===== src/rtl/bridge_pkg.sv =====
// Shared types and constants for the bridge gate-drive conditioner.
// Holds the leg-state enum, the pattern bit positions and the request encoding.
package bridge_pkg;

  // Per-leg FSM state.
  typedef enum logic [1:0] {
    LEG_OFF  = 2'd0,
    LEG_HIGH = 2'd1,
    LEG_LOW  = 2'd2,
    LEG_DEAD = 2'd3
  } leg_state_e;

  // Decoded request for one half-bridge leg.
  typedef enum logic [1:0] {
    REQ_NONE    = 2'd0,
    REQ_H       = 2'd1,
    REQ_L       = 2'd2,
    REQ_ILLEGAL = 2'd3
  } leg_req_e;

  // Bit positions inside the sequencer pattern and the gate output word.
  localparam int PAT_AH   = 7;
  localparam int PAT_AL   = 6;
  localparam int PAT_BH   = 5;
  localparam int PAT_BL   = 4;
  localparam int PAT_CH   = 3;
  localparam int PAT_CL   = 2;
  localparam int NUM_LEGS = 3;

  // Classify one leg's request bits. Both bits set is always illegal, even
  // with the bridge disabled, so a misbehaving sequencer is still flagged.
  function automatic leg_req_e decode_req(input logic hi, input logic lo, input logic en);
    leg_req_e r;
    if (hi && lo)   r = REQ_ILLEGAL;
    else if (!en)   r = REQ_NONE;
    else if (hi)    r = REQ_H;
    else if (lo)    r = REQ_L;
    else            r = REQ_NONE;
    return r;
  endfunction

  // State a leg settles into once it is allowed to act on a request.
  function automatic leg_state_e req_target(input leg_req_e r);
    leg_state_e s;
    case (r)
      REQ_H:   s = LEG_HIGH;
      REQ_L:   s = LEG_LOW;
      default: s = LEG_OFF;
    endcase
    return s;
  endfunction

endpackage


===== src/rtl/bridge_leg_dt.sv =====
// One half-bridge leg: request FSM, dead-time counter and registered gate decode.
// The two gates come from a single state register, so they can never both be on.
module bridge_leg_dt
  import bridge_pkg::*;
#(
  parameter int DT_CYCLES = 4
) (
  input  logic clk,
  input  logic rst_n,
  input  logic req_h_i,
  input  logic req_l_i,
  input  logic pwm_on_i,   // PWM phase for the cycle the registered gates will drive
  input  logic ena_i,
  output logic gate_h_o,
  output logic gate_l_o
);

  localparam logic [3:0] DT_LOAD = 4'(DT_CYCLES - 1);

  leg_state_e state_q, state_d;
  logic [3:0] cnt_q, cnt_d;
  leg_req_e   req_q;
  leg_req_e   req_raw;
  leg_req_e   req_eff;
  logic       gate_h_q, gate_l_q;

  // An illegal request drives the leg exactly like "no request".
  always_comb begin
    req_raw = decode_req(req_h_i, req_l_i, ena_i);
    req_eff = (req_raw == REQ_ILLEGAL) ? REQ_NONE : req_raw;
  end

  // Next-state logic. Any request change while in DEAD (ena toggling included)
  // restarts the dead time, so the full gap is always counted from the last change.
  always_comb begin
    state_d = state_q;
    cnt_d   = cnt_q;
    case (state_q)
      LEG_OFF: begin
        state_d = req_target(req_eff);
      end
      LEG_HIGH: begin
        if (req_eff != REQ_H) begin
          state_d = LEG_DEAD;
          cnt_d   = DT_LOAD;
        end
      end
      LEG_LOW: begin
        if (req_eff != REQ_L) begin
          state_d = LEG_DEAD;
          cnt_d   = DT_LOAD;
        end
      end
      LEG_DEAD: begin
        if (req_eff != req_q) begin
          cnt_d = DT_LOAD;
        end else if (cnt_q == 4'd0) begin
          state_d = req_target(req_eff);
        end else begin
          cnt_d = cnt_q - 4'd1;
        end
      end
      default: begin
        state_d = LEG_OFF;
        cnt_d   = 4'd0;
      end
    endcase
  end

  // FSM state, counter, last request and gate outputs registered together.
  always_ff @(posedge clk or negedge rst_n) begin
    if (!rst_n) begin
      state_q  <= LEG_OFF;
      cnt_q    <= 4'd0;
      req_q    <= REQ_NONE;
      gate_h_q <= 1'b0;
      gate_l_q <= 1'b0;
    end else begin
      state_q  <= state_d;
      cnt_q    <= cnt_d;
      req_q    <= req_eff;
      gate_h_q <= (state_d == LEG_HIGH) && pwm_on_i;
      gate_l_q <= (state_d == LEG_LOW);
    end
  end

  assign gate_h_o = gate_h_q;
  assign gate_l_o = gate_l_q;

endmodule


===== src/rtl/bridge_gate_ctrl.sv =====
// Gate-drive conditioner between the 6-step sequencer and the bridge pins.
// Optional build macro: BRIDGE_PWM_EN enables high-side PWM chopping; without it
// the high side follows the leg state directly and the duty input is ignored.
module bridge_gate_ctrl
  import bridge_pkg::*;
#(
  parameter int DT_CYCLES = 4,
  parameter int PWM_W     = 8
) (
  input  logic             clk,
  input  logic             rst_n,
  input  logic             ena,
  input  logic [7:0]       pat_in,
  input  logic [PWM_W-1:0] duty,
  output logic [7:0]       gate_out,
  output logic             fault
);

  logic                pwm_on;
  logic [NUM_LEGS-1:0] leg_h;
  logic [NUM_LEGS-1:0] leg_l;
  logic [NUM_LEGS-1:0] leg_ill;
  logic                fault_q;

`ifdef BRIDGE_PWM_EN
  logic [PWM_W-1:0] pwm_cnt_q, pwm_cnt_d;
  logic [PWM_W-1:0] duty_q, duty_d;
  logic             unused_pat;

  // The counter wraps naturally; duty is only picked up on the wrap so a
  // period is never cut short or stretched by a mid-period change.
  assign pwm_cnt_d = pwm_cnt_q + {{(PWM_W-1){1'b0}}, 1'b1};
  assign duty_d    = (pwm_cnt_q == {PWM_W{1'b1}}) ? duty : duty_q;
  // Evaluated on next-cycle values because the legs register their gates.
  assign pwm_on    = (pwm_cnt_d < duty_d);
  assign unused_pat = ^pat_in[1:0];

  // Free-running PWM counter and duty shadow register.
  always_ff @(posedge clk or negedge rst_n) begin
    if (!rst_n) begin
      pwm_cnt_q <= '0;
      duty_q    <= '0;
    end else begin
      pwm_cnt_q <= pwm_cnt_d;
      duty_q    <= duty_d;
    end
  end
`else
  logic unused_in;

  assign pwm_on    = 1'b1;
  assign unused_in = ^{duty, pat_in[1:0]};
`endif

  // Three identical legs sliced out of the pattern word (A at the top).
  for (genvar gi = 0; gi < NUM_LEGS; gi++) begin : g_leg
    localparam int HI_IDX = PAT_AH - 2 * gi;
    localparam int LO_IDX = HI_IDX - 1;

    bridge_leg_dt #(
      .DT_CYCLES(DT_CYCLES)
    ) u_leg (
      .clk      (clk),
      .rst_n    (rst_n),
      .req_h_i  (pat_in[HI_IDX]),
      .req_l_i  (pat_in[LO_IDX]),
      .pwm_on_i (pwm_on),
      .ena_i    (ena),
      .gate_h_o (leg_h[gi]),
      .gate_l_o (leg_l[gi])
    );

    assign leg_ill[gi] = (decode_req(pat_in[HI_IDX], pat_in[LO_IDX], ena) == REQ_ILLEGAL);
  end

  // Reassemble leg gates into the pin word; the two spare bits stay low.
  always_comb begin
    gate_out = 8'h00;
    for (int i = 0; i < NUM_LEGS; i++) begin
      gate_out[PAT_AH - 2 * i] = leg_h[i];
      gate_out[PAT_AL - 2 * i] = leg_l[i];
    end
  end

  // Sticky fault: any illegal leg request latches until reset.
  always_ff @(posedge clk or negedge rst_n) begin
    if (!rst_n) begin
      fault_q <= 1'b0;
    end else if (|leg_ill) begin
      fault_q <= 1'b1;
    end
  end

  assign fault = fault_q;

endmodule

===== config.mk =====
export PLATFORM = sky130hd
export DESIGN_NAME = bridge_gate_ctrl
export DESIGN_NICKNAME = d
export VERILOG_FILES = /design/src/rtl/bridge_pkg.sv /design/src/rtl/bridge_leg_dt.sv /design/src/rtl/bridge_gate_ctrl.sv
export SDC_FILE = /design/constraint.sdc
export NUM_CORES = 1
export LEC_CHECK = 0
export BUFFER_PORTS_ARGS = -buffer_cell sky130_fd_sc_hd__buf_2
export CAP_MARGIN = 10
export CORE_MARGIN = 1.5
export CORE_UTILIZATION = 30
export DETAILED_ROUTE_END_ITERATION = 16
export PLACE_DENSITY = 0.48
export SLEW_MARGIN = 5
export SYNTH_ARGS = -nofsm -noshare
export SYNTH_HDL_FRONTEND = slang
export SYNTH_HIERARCHICAL = 1
export SYNTH_SLANG_ARGS = --single-unit

===== constraint.sdc =====
create_clock -name clk -period 4.5 [get_ports clk]
set_input_delay 0.45 -clock clk [delete_from_list [all_inputs] [get_ports clk]]
set_output_delay 0.45 -clock clk [all_outputs]
set_load 0.05 [all_outputs]

==> results of run 1 <==
==> sequential cells by signal, indices dropped and copies added, names as in the netlist <==
signal,count
fault,1
g_leg.u_leg/cnt_q,12
g_leg.u_leg/gate_h_o,3
g_leg.u_leg/gate_l_o,3
g_leg.u_leg/req_q,6
g_leg.u_leg/state_q,6
==> layout make-up <==
class / instances / area share (%)
clock inverter: 1 / 0.2324
inverter: 15 / 2.615
clock buffer: 6 / 3.835
sequential: 31 / 36.03
tap: 77 / 4.474
timing repair buffer: 15 / 3.486
multi-input combinational: 135 / 49.33
==> cells by family (layout without fill, tap and decap cells) <==
kind of cell / after synthesis / count (layout) / share of synthesized area [%]
AOI/OAI and AO/OA: 51 / 51 / 21.01
other: 2 / 5 / 0.3893
adders and majority gates: 9 / 9 / 5.837
DFF: 31 / 31 / 40.21
xor gates and xnor gates: 4 / 4 / 3.761
buffers and inverters: 21 / 37 / 5.317
muxes: 2 / 2 / 2.334
and+or+nand+nor: 64 / 64 / 21.14
==> path summary, 6_finish.rpt <==
check	slack [ns]	endpoint	cells past startpoint	startpoint
worst max-delay path	2.35	g_leg[0].u_leg/gate_l_o	7	g_leg[0].u_leg/cnt_q[0]
worst min-delay path	0.22	g_leg[2].u_leg/cnt_q[1]	1	rst_n
worst max register to register	2.35	g_leg[0].u_leg/gate_l_o	7	g_leg[0].u_leg/cnt_q[0]
worst min register to register	0.49	fault	2	fault
max in group asynchronous	3.82	g_leg[0].u_leg/gate_h_o	1	rst_n
min in group clk	0.44	fault	3	pat_in[4]
==> per-layer routing <==
layer / routed length [um] / vias up / share of wire, %
li1: - / 704 / -
met4: 65 / 0 / 1.8
met5: 0 / - / 0
met1: 1860 / 659 / 50
met3: 119 / 8 / 3.2
met2: 1656 / 20 / 45
==> synthesized netlist by cell type, types with 3 or more instances <==
cell type	n	share of area, %
o211ai_1	3	1.2
o21ai_0	5	1.3
nand3_1	6	1.6
a21oi_1	9	2.3
nand2_1	10	1.9
dfrtp_1	31	40
and2_1	4	1.3
and3b_1	4	1.8
nand4_1	3	0.97
inv_1	13	2.5
nand3b_1	6	2.3
ha_1	9	5.8
nor2_1	8	1.6
o21a_1	3	1.2
a21o_1	4	1.6
o21ai_1	5	1.3
nor3b_1	7	2.7
==> worst register-to-register path: cells and delay by family, from the launching register on <==
| family | cells | cell delay, ns |
|---|---|---|
| buf+inv | 1 | 0.10 |
| compound gates | 2 | 0.68 |
| flops | 1 | 0.39 |
| fa+ha+maj | 1 | 0.18 |
| simple gates | 3 | 0.70 |
==> placed cells by master (no fill, tap or decap), drive strengths merged, types with 3 or more instances in the layout <==
master,count
ha,9
o21ai,10
and3b,4
nor2,8
nand3b,6
nand4,3
nand2,10
dfrtp,31
nor4bb,3
buf,15
inv,15
a21oi,9
clkbuf,6
o21a,3
nor3b,8
conb,5
a21o,4
a31oi,4
nand3,6
and2,4
o211ai,3
==> power by group through the flow <==
| stage | Clock (mW) | Sequential [mW] | Combinational (mW) |
|---|---|---|---|
| finish | 0.220 | 0.403 | 0.361 |
| global route | 0.242 | 0.415 | 0.411 |
| CTS | 0.234 | 0.402 | 0.366 |
| detailed placement | 0 | 0.406 | 0.365 |
| global placement | 0 | 0.408 | 0.364 |
| floorplan | 0 | 0.416 | 0.274 |
==> results, run 1 <==
- The register area is 775.7 um^2.
- After synthesis the cells add up to 1929 um^2.
- The clock-pin transition on the worst setup and hold timing paths is around 0.06 ns.
- The filler cell count in the final layout is around 640.
- Counting flops with a built-in enable in the synthesized netlist gives 0.
- The via-per-instance ratio is 4.968.
- STA puts the critical path data required time at 4.67 ns.
- The power density over the cells is around 460 nW/um^2.
- In the global route stage, overall resource usage came out at 12.02%.
- The CTS root buffer is clkbuf_8.
- The post-CTS repair timing setup buffer count is 0.
- The post-layout total power is approximately 1000 uW.
- The routing usage on met3 is 2.883%.
- The clock network is responsible for 22.4% of the overall power.
- The power share of the combinational group is 36.7%.
- The switching portion of total power is 38.03%.
- For this run, the number of standard cells in the final layout without fillers is 280.
- The placed wire-length estimate after detailed placement is 2676 um.
- The proportion of synthesized chip area in sequential cells is about two fifths.
- The largest fanout of any net on the critical path is 4.
- The maximum vdd drop is 0.2242 mV.
- After technology mapping, the gate count stands at approximately 180.
- In this run the power spent charging and discharging nets is 374.4 uW.
- Max-cap violations in this run came to 0.
- The global-route met2 utilization is 18.11%.
- The flow ran to the end, and the final reports show no timing, DRC or antenna violations.
- The largest single stage delay on the critical path is 0.42 ns.
- The worst hold path belongs to the class in2async.
- Setup repair after global routing left no endpoint under its margin.
- The I/O pin total is 28.
- Adding up every negative setup slack in the final design gives 0 ns.
- The first global-routing pass estimated 6734 um of wire.
- The number of flip-flops and latches in the synthesized netlist is 31.
- The number of antenna-violating nets in the routed design is 0.
- The average routed wire per standard cell is 13.22 um.
- The finished cells cover 2153 um^2.
- On the critical path, the stage with the largest delay is an instance of or3b_4.
- Headroom to the max-slew limit came out at 52.62%.
- The post-layout worst setup margin is 2.354 ns.
- The count of buffer and inverter cells on the critical path is 1.
- The pre-CTS setup slack is 2.326 ns.
- The maximum number of pins on one net before global-route repair is 32.
- The fraction of layout cells with a size suffix above 1 is 18.23%.
- The area of the core region is 6277 um^2.
- The analysis attributes to cell leakage a power of 0.9666 nW.
- The H-tree was split into 2 levels.
- The total cell area at the placement stage is between 2000 and 2500 um^2.
- The signal on the critical path passes through inv_1 > ha_1 > or3b_4 > a2111oi_4 > nor4bb_1 > a211o_1 > and2_1.
- Cells fill between 30% and 40% of the core in the end.
- The number of endpoints with negative hold slack in the final report is 0.
- The detailed-routing iteration count for the pre-antenna-repair pass is 4.
- The congestion estimate from routability-driven global placement came to approximately 0.7.
- The repair_antennas step left the layout with diodes totalling 0.
- The die covers slightly below 7000 um^2.
- For the final database, setup skew stands at about 0.0037 ns.
- The start-to-end type of the worst setup path is reg2reg.
- Across all hold checks on the routed design, the worst slack comes to 0.2172 ns.
- TritonCTS built the clock tree.
- The critical path launch point type is a flip-flop.
- The share of the clock period used by the worst path after layout is 47.69%.
- The element type at the critical path end is a flip-flop.
- The post-route DRC violation count is 0.
- The total overflow left after global routing is 0.
- The number of library cell types mapped by synthesis is 52.
- The via count of the first global-routing pass was between 1000 and 1500.
- The y dimension of the die is just over 80 um.
- The number of clock sinks is 31.
- A synthesized cell averages about 10 um^2.
- The final max-slew violation count is 0.
- The width of the chip is 83.20 um.
- At the pin with the least slew margin, the transition time is 0.7107 ns.
- The worst path in the final design needs a cycle of approximately 2.1 ns, including I/O delays and setup.
- During placement, the flow inserted port buffers numbering 15.
- The fraction of power consumed by sequential logic is 40.9%.
- The effective utilization at floorplan is about 31%.
- Derived from the worst setup path, the maximum achievable clock frequency is 466.0 MHz.
- The number of placed instances, taps included, is about 270.
- STA puts the critical path data arrival time at 2.32 ns.
- The routed wire length is 3702 um.
- The number of DRC violations after detailed-routing iteration 0 is 44.
- The total of cells resized after clock tree synthesis is 0.
- Global routing consumed, on the met1 layer, between 10% and 20% of the routing resources.
- The kind of cell with the highest combined delay along the critical path is simple AND/OR/NAND/NOR gates.
- The final count of negative-setup-slack endpoints is 0.
- Among all flip-flop cells after synthesis, the most frequent one is dfrtp_1.
- The initial antenna violation count is 0.
- The number of standard-cell rows in the floorplan is 29.
- The cell-internal power is approximately 610 uW.
- At the end of the flow, the number of nets in the layout was ~230.
- TritonCTS created 5 clock buffers.
- The via count of the routed design is between 1000 and 1500.
- The clock insertion delay at the later pin of the skew report is between 0.2 and 0.3 ns.
- The number of buffers inserted for hold repair after clock tree synthesis is 0.
- The fraction of registers with async set/reset is 100.0%.
- met2 is the most crowded layer.
- The area growth from synthesis to layout is 11.61%.
- The warning count from the yosys run is 6.
- The multi-input combinational cells in the finished layout cover a total of 1062 um^2.
- The longest clock path from root to sink contains 2 buffers.
Power figures use the tool's default switching activity.
==> run 2, diff against run 1 <==
- ABC_AREA: not set -> 1
- clock period: 4.5 -> 2.1 ns (I/O delays scaled with it)
==> run 2 against run 1 <==
Compared with the run above: the flow now finishes with violations (hold timing); sequential cell count did not move; clock skew grew 0.0056 ns; clock power rose to 2.6 times the previous value; cell area is 4.1% higher; count of clock-buffer cells in the layout did not move; sequential share of layout area shrank 1.4 points; wire length fell by 2.3%; sequential power is 120% higher; worst hold slack worse by 0.23 ns; core utilization increased by 1.0 points; die area rose by 2.1%; non-clock buffer count unchanged.
==> results, run 2 <==
- The flow ran to the end, but the final reports show violations.
- The checks that failed: hold timing.
- The largest registers in the layout are g_leg.u_leg/cnt_q: 12 flops, g_leg.u_leg/req_q: 6 flops, g_leg.u_leg/state_q: 6 flops.
- The most instantiated flip-flop cell in the synthesis netlist is dfrtp_1.
- The area enclosed by the die boundary is 7069 um^2.
- The clock-pin transition on the worst setup and hold timing paths is 0.07 ns.
- The worst hold path belongs to the class in2async.
- The placed wire-length estimate after detailed placement is around 2800 um.
- The element type at the critical path end is a flip-flop.
- The total routing resource utilization after global routing is 11.47%.
- The number of cells on the worst reg-to-reg path is 8.
- The first global-routing pass estimated 6437 um of wire.
- The weighted congestion reported at the end of routability-driven placement is 0.7408.
- The fraction of registers with async set/reset is 100.0%.
- The effective utilization at floorplan is between 30% and 40%.
- The clock tree skew after final layout is 0.009264 ns.
- After synthesis, the cell types taking the most area are dfrtp_1 (39%), nand2_1 (12%), inv_1 (8.2%).
- After detailed routing, the total wire length is roughly 3600 um.
- The worst endpoint data arrival time is 1.69 ns.
- The floorplan step set the die width to 84.08 um.
- Compared with the post-synthesis result, the final layout area differs by 13.71%.
- dfrtp_1 takes more of the synthesized area than any other cell.
- In this run the clock root is driven by a clkbuf_8.
- For this run, the number of standard cells in the final layout without fillers is 354.
- The I/O pin total is 28.
- The number of diodes added for antenna fixing is 0.
- The number of antenna-violating nets in the routed design is 0.
- Once the clock tree was built, the resizer swapped 0 gates to a different size.
- The post-route DRC violation count is 0.
- Dividing the detail-routed via count by the number of cells gives 4.342.
- The area of the core region is around 6300 um^2.
- In the layout the commonest cells are nand2_1 (63), inv_1 (43), dfrtp_1 (31), nor2_1 (17), buf_2 (15).
- The clock insertion delay at the later pin of the skew report is 0.28 ns.
- The warning count from the yosys run is 6.
- The final count of negative-setup-slack endpoints is 0.
- In this run, CTS created clock tree buffers numbering 5.
- The area fraction of the dominant cell type after synthesis is 39.34%.
- The worst path uses 72.70% of the clock period.
- The count of mapped cells out of synthesis is 254.
- The number of DRC violations after detailed-routing iteration 0 is 59.
- The first detailed-routing pass ran for 4 iterations.
- Summing over every cut layer, the via total after detailed routing is 1537.
- At the end of the flow the core is filled with cells to 35.31%.
- The CTS tree is yes.
- The number of levels the H-tree was split into is 2.
- Summed over all cells, the static leakage comes to 1.247 nW.
- The net count of the finished layout is roughly 300.
- The floorplan has 29 rows.
- The critical path required time is 2.26 ns.
- The total overflow left after global routing is 0.
- The post-layout total power is approximately 2.6 mW.
- The fraction of layout cells with a size suffix above 1 is 21.66%.
- The start-to-end type of the worst setup path is reg2reg.
- Synthesis inferred 31 register bits.
- Setup repair after global routing left no endpoint under its margin.
- The relative max-transition margin is between 50% and 60%.
- By instance count, the leading cell after synthesis is nand2_1.
- The y dimension of the die is 84.08 um.
- The clock passes through at most 2 buffers.
- The number of endpoints with negative hold slack in the final report came to 24.
- Entering global routing, the biggest net connects 32 pins.
- The final critical-path required period is about 1.5 ns.
- Along the worst path, the maximum fanout reaches 7.
- The via count of the first global-routing pass is 1471.
- The number of clock sinks is 31.
- The netlist uses 26 different library cells.
- The initial antenna violation count is 0.
- At the pin with the least slew margin, the transition time is between 0.7 and 0.8 ns.
- Once the clock tree was built, the setup fixing pass inserted 0 buffers.
- The total standard cell area after synthesis is 1972 um^2.
- Buffers placed on the I/O ports in this run total 15.
- The register with the most flip-flops in the layout has 12 of them.
- For this design the ratio of total power to cell area is 1171 nW/um^2.
- The critical path launch point type is a flip-flop.
- Across the run, the number of max-cap violations was 0.
- Each instance of the synthesized netlist takes up on average 7.763 um^2.
- The number of hold buffers added after CTS was 0.
- The achievable clock frequency is 655.0 MHz.
- The number of flops mapped to enable cells by yosys is 0.
- The largest register by flop count is g_leg.u_leg/cnt_q.
- The share of the Yosys chip area taken by registers is around two fifths.
- The worst-case IR drop observed on VDD is 0.4212 mV.
- In the synthesized netlist, the cells that appear most often are nand2_1 (63), inv_1 (43), dfrtp_1 (31).
- The cell count after placement is 347.
- The most common cell after layout, fill and taps aside is nand2_1.
- Adding up every negative setup slack in the final design gives 0 ns.
- The worst hold slack is -0.01416 ns.
- The average routed wire per standard cell is 10.21 um.
- The final max-slew violation count is 0.
-- run 2: cell count changes in the layout (fill, tap and decap cells not counted), sizes merged, moves of 5 or more --
| cell | change |
|---|---|
| nand2 | +64 |
| nor3 | +6 |
| nand3b | -6 |
| nor3b | -8 |
| inv | +34 |
| nand3 | +18 |
| nand4 | +5 |
| nor2 | +14 |
-- run 2: logic make-up (layout without fill, tap and decap cells) --
family                     count (synthesis)  in the layout  synth area share, %
buffers and inverters                     51             71                10.09
xor gates and xnor gates                   5              5                2.221
DFF                                       31             31                39.34
adders and majority gates                  9              9                5.711
other                                      2              5               0.3809
AOI/OAI and AO/OA                         20             20                5.838
and+or+nand+nor                          136            136                36.42
-- run 2: path summary, 6_finish.rpt --
check,slack (ns),end,from
min in group clk,0.19,fault,pat_in[2]
min reg2reg,0.49,fault,fault
max reg2reg,0.57,g_leg[0].u_leg/cnt_q[3],g_leg[0].u_leg/state_q[0]
max,0.57,g_leg[0].u_leg/cnt_q[3],g_leg[0].u_leg/state_q[0]
min,-0.01,g_leg[1].u_leg/state_q[1],rst_n
max in group asynchronous,1.64,g_leg[0].u_leg/cnt_q[2],rst_n
-- run 2: cell type report --
class                      instances  area [um^2]
fill                             651         4108
multi-input combinational        175         1008
sequential                        31        775.7
inverter                          49        183.9
tap                               77        96.34
timing repair buffer              15        75.07
clock buffer                       6        72.57
clock inverter                     1        30.03
-- run 2: per-layer routing --
layer | track usage, % | routed length, um | vias to the layer above | part of all wire, %
li1 | - | - | 822 | -
met1 | 13.81 | 1679 | 688 | 46
met2 | 19.49 | 1764 | 21 | 49
met3 | 3.264 | 116 | 6 | 3.2
met4 | 4.024 | 56 | 0 | 1.5
met5 | 0 | 0 | - | 0
-- run 2: power by group --
part | switching (mW) | internal (mW) | total, mW
combinational | 0.774 | 0.419 | 1.19
sequential | 0.105 | 0.763 | 0.869
clock | 0.217 | 0.348 | 0.564
-- run 2: stage by stage --
stage	worst slack, ns	area, um^2
2_1_floorplan	0.7243	1983
3_5_place_dp	0.5220	2140
4_1_cts	0.5420	2242
5_1_grt	0.3966	2242
3_3_place_gp	0.5438	2140
6_report	0.5733	2242
-- run 2: critical path, stage by stage, from the launching register on --
cell     delay, ns
dfrtp_1       0.40
inv_1         0.09
ha_1          0.23
nand2_1       0.07
o21ai_0       0.14
nor3_4        0.32
inv_2         0.06
nand2_1       0.06
nand2_1       0.05
==> run 3, diff against run 2 <==
- ABC_AREA: 1 -> 0
- clock period: 2.1 -> 1.55 ns (I/O delays scaled with it)
==> run 3 against run 2 <==
Compared with the run above: the flow finishes with violations (setup timing); register-to-register slack worse by 0.91 ns; critical endpoint is now g_leg[0].u_leg/gate_l_o; setup slack worse by 0.91 ns; cell count down 7.9%; count of clock-buffer cells in the layout unchanged; maximum frequency down 19%; sequential power up 35%; first-iteration DRC count down 32%; cell area up 21%; die area down 2.1%; largest cell class unchanged.
==> results, run 3 (synthesis gave the netlist of run 1 again) <==
- The critical path required time is 1.77 ns.
- The top cell types in the final layout, fill and taps aside, are buf_4 (42), dfrtp_1 (30), buf_2 (15), nand2_1 (10), inv_2 (10).
- The power share of the combinational group is about 46%.
- The average routed wire per standard cell is 12.76 um.
- The critical path is of the reg2reg type.
- Routability-driven placement finished with a final weighted congestion of 0.7790.
- The path class of the tightest hold or removal check is in2reg.
- The clock insertion delay at the later pin of the skew report is ~0.28 ns.
- The terminating pin of the worst hold path is fault.
- The y dimension of the die is 83.20 um.
- The count of placed standard cells in the final layout, fillers left out is 326.
- The switching portion of total power is 35.34%.
- Entering global routing, the biggest net connects 32 pins.
- The worst setup path is launched from a flip-flop.
- The clock buffer count from CTS is 5.
- Derived from the worst setup path, the maximum achievable clock frequency is 529.2 MHz.
- Leaving out fill and tap cells, the most frequent cell in the layout is buf_4.
- The via count of the routed design is 1596.
- Summed over all nets, the switching power comes to 1.305 mW.
- The total overflow reported by the global router is 0.
- The top cell family by delay on the critical path is simple AND/OR/NAND/NOR gates.
- The net count of the finished layout is 276.
- The worst hold path was traced through 3 stages.
- The filler cell count in the final layout is 602.
- Across the VDD grid, the largest voltage drop is 0.5857 mV.
- The total negative slack for setup checks is -1.229 ns.
- The checks that failed: setup timing.
- The clock-pin transition on the worst setup and hold timing paths is 0.06 ns.
- The number of levels the H-tree was split into is 2.
- The first detailed-routing pass took 4 iterations.
- The internal power of the cells totals ~2.4 mW.
- In the final layout, the share of cells above drive strength 1 is a little under half.
- The slowest library cell on the worst path is dfrtp_1.
- The die is 83.20 um wide.
- The I/O pin total is 28.
- The share of the clock period used by the worst path after layout is 121.9%.
- Port buffering added 15 buffers.
- In this run the critical register-to-register path is captured at g_leg[0].u_leg/gate_l_o.
- TritonCTS built the clock tree.
- The number of diodes added for antenna fixing is 0.
- The placed wire-length estimate after detailed placement is 3012 um.
- The clock tree skew after final layout is about 0.0089 ns.
- The area enclosed by the die boundary is 6921 um^2.
- The number of endpoints with negative hold slack in the final report was 0.
- The power density over the cells is 1365 nW/um^2.
- The final max-slew violation count came to 0.
- Counting both buffers and inverters, the worst setup path holds a total of 1.
- The flip-flop count of the largest register after layout is 12.
- The area of the core region is 6277 um^2.
- The initial antenna violation count is 0.
- Per report_power, the clock group accounts for between 20% and 30% of the total.
- The worst reg2reg path startpoint is g_leg[0].u_leg/cnt_q[1].
- Sequential cells burn a little under a third of the power.
- The source of the worst hold timing path is pat_in[5].
- Using the TritonRoute via totals, the vias-per-cell ratio works out to 4.896.
- Once detail routing completed, the nets flagged for antenna violations numbered 0.
- The worst endpoint data arrival time is 2.11 ns.
- For this design, the sink count on the clock tree is 31.
- The total routing resource utilization after global routing is 12.72%.
- Setup repair after global routing could not meet its margin everywhere.
- The largest register by flop count is g_leg.u_leg/cnt_q.
- The cell count after placement is between 300 and 400.
- The static power due to leakage is 1.214 nW.
- The signal on the critical path passes through inv_2 > ha_4 > or3b_4 > a2111oi_4 > nor4bb_2 > a221oi_2 > and2_1.
- The tool flagged a number of max-cap violations equal to 0.
- The element type at the critical path end is a flip-flop.
- The area growth from synthesis to layout is 40.21%.
- The number of standard-cell rows in the floorplan is 29.
- For this block, the routed nets add up to 4160 um of wire.
- In the routed design, unresolved DRC markers number 0.
- The internal reg-to-reg setup slack is -0.34 ns.
- The post-layout worst setup margin is -0.3395 ns.
- The final critical-path required period is 1.889 ns.
- Setup violations remaining at the end of the flow were counted as 5.
- The first global-routing pass estimated 7210 um of wire.
- The completed layout was analyzed and its total power is 3.693 mW.
- The largest fanout of any net on the critical path is 3.
- Counting cells, the worst reg-to-reg path comes to 7.
- The flow ran to the end, but the final reports show violations.
- The cell sitting at the root of the clock tree is a clkbuf_8.
- The initial utilization of the core area, before any placement, comes to 30.74%.
- The longest clock path from root to sink contains 2 buffers.
- The via count of the first global-routing pass was roughly 1600.
- The delay of the slowest cell on the worst path is 0.39 ns.
- The largest registers in the layout are g_leg.u_leg/cnt_q: 12 flops, g_leg.u_leg/req_q: 6 flops, g_leg.u_leg/state_q: 6 flops.
- The number of DRC violations after detailed-routing iteration 0 is 40.
## run 3: how the worst max path moves through the flow
stage          slack (ns)  cells past startpoint                    start                 endpoint
3_3_place_gp        -0.30                      7  g_leg[0].u_leg/cnt_q[1]  g_leg[0].u_leg/gate_l_o
5_1_grt             -0.47                      7  g_leg[0].u_leg/cnt_q[1]  g_leg[0].u_leg/gate_l_o
2_1_floorplan       -0.26                      7  g_leg[0].u_leg/cnt_q[0]  g_leg[0].u_leg/gate_l_o
4_1_cts             -0.37                      7  g_leg[0].u_leg/cnt_q[1]  g_leg[0].u_leg/gate_l_o
6_report            -0.34                      7  g_leg[0].u_leg/cnt_q[1]  g_leg[0].u_leg/gate_l_o
3_5_place_dp        -0.37                      7  g_leg[0].u_leg/cnt_q[1]  g_leg[0].u_leg/gate_l_o
## run 3: power by group through the flow
| stage | logic (mW) | registers [mW] | clock network [mW] |
|---|---|---|---|
| 2_1_floorplan | 0.806 | 1.21 | 0 |
| 3_3_place_gp | 1.39 | 1.15 | 0 |
| 3_5_place_dp | 1.39 | 1.15 | 0 |
| 4_1_cts | 1.44 | 1.14 | 0.844 |
| 5_1_grt | 1.87 | 1.19 | 0.876 |
| 6_report | 1.70 | 1.17 | 0.819 |
## run 3: final cells by class
| cell class | count | area [um^2] | area share [%] |
|---|---|---|---|
| Clock buffer | 6 | 82.58 | 3.053 |
| Clock inverter | 2 | 35.03 | 1.295 |
| Inverter | 15 | 56.30 | 2.081 |
| Multi-Input combinational cell | 135 | 1235 | 45.65 |
| Sequential cell | 31 | 777.0 | 28.72 |
| Tap cell | 77 | 96.34 | 3.562 |
| Timing Repair Buffer | 60 | 422.9 | 15.63 |
## run 3: repair_timing
item,in CTS,in global routing
setup buffers,2,6
gates cloned,0,0
setup endpoints to repair,12,19
hold buffers,1,0
pin swaps,4,13
resized for setup,7,33
endpoints found under the hold margin,31,0
## run 3: through the flow
step / util, % / cell area [um^2] / hold slack [ns] / setup WS, ns
2_1_floorplan: - / 1973 / -0.1406 / -0.2607
5_1_grt: 43.09 / 2705 / 0.1744 / -0.4667
3_5_place_dp: 37.85 / 2376 / 0.2087 / -0.3670
3_3_place_gp: 37.85 / 2376 / 0.2006 / -0.3027
6_report: 43.09 / 2705 / 0.1621 / -0.3395
4_1_cts: 40.54 / 2545 / 0.1480 / -0.3735
## run 3: routing by layer
layer  vias to the layer above  wire [um]  global-route usage [%]
li1                        794          -                       -
met1                       763       1978                   15.99
met2                        34       1985                   21.66
met3                         5        150                   3.479
met4                         0         46                   3.182
met5                         -          0                       0
## run 3: worst reg2reg max path, delay by kind of cell, from the launching register on
kind	cells	cell delay [ns]
buf+inv	1	0.08
fa+ha+maj	1	0.14
compound gates	2	0.55
flops	1	0.39
simple gates	3	0.67
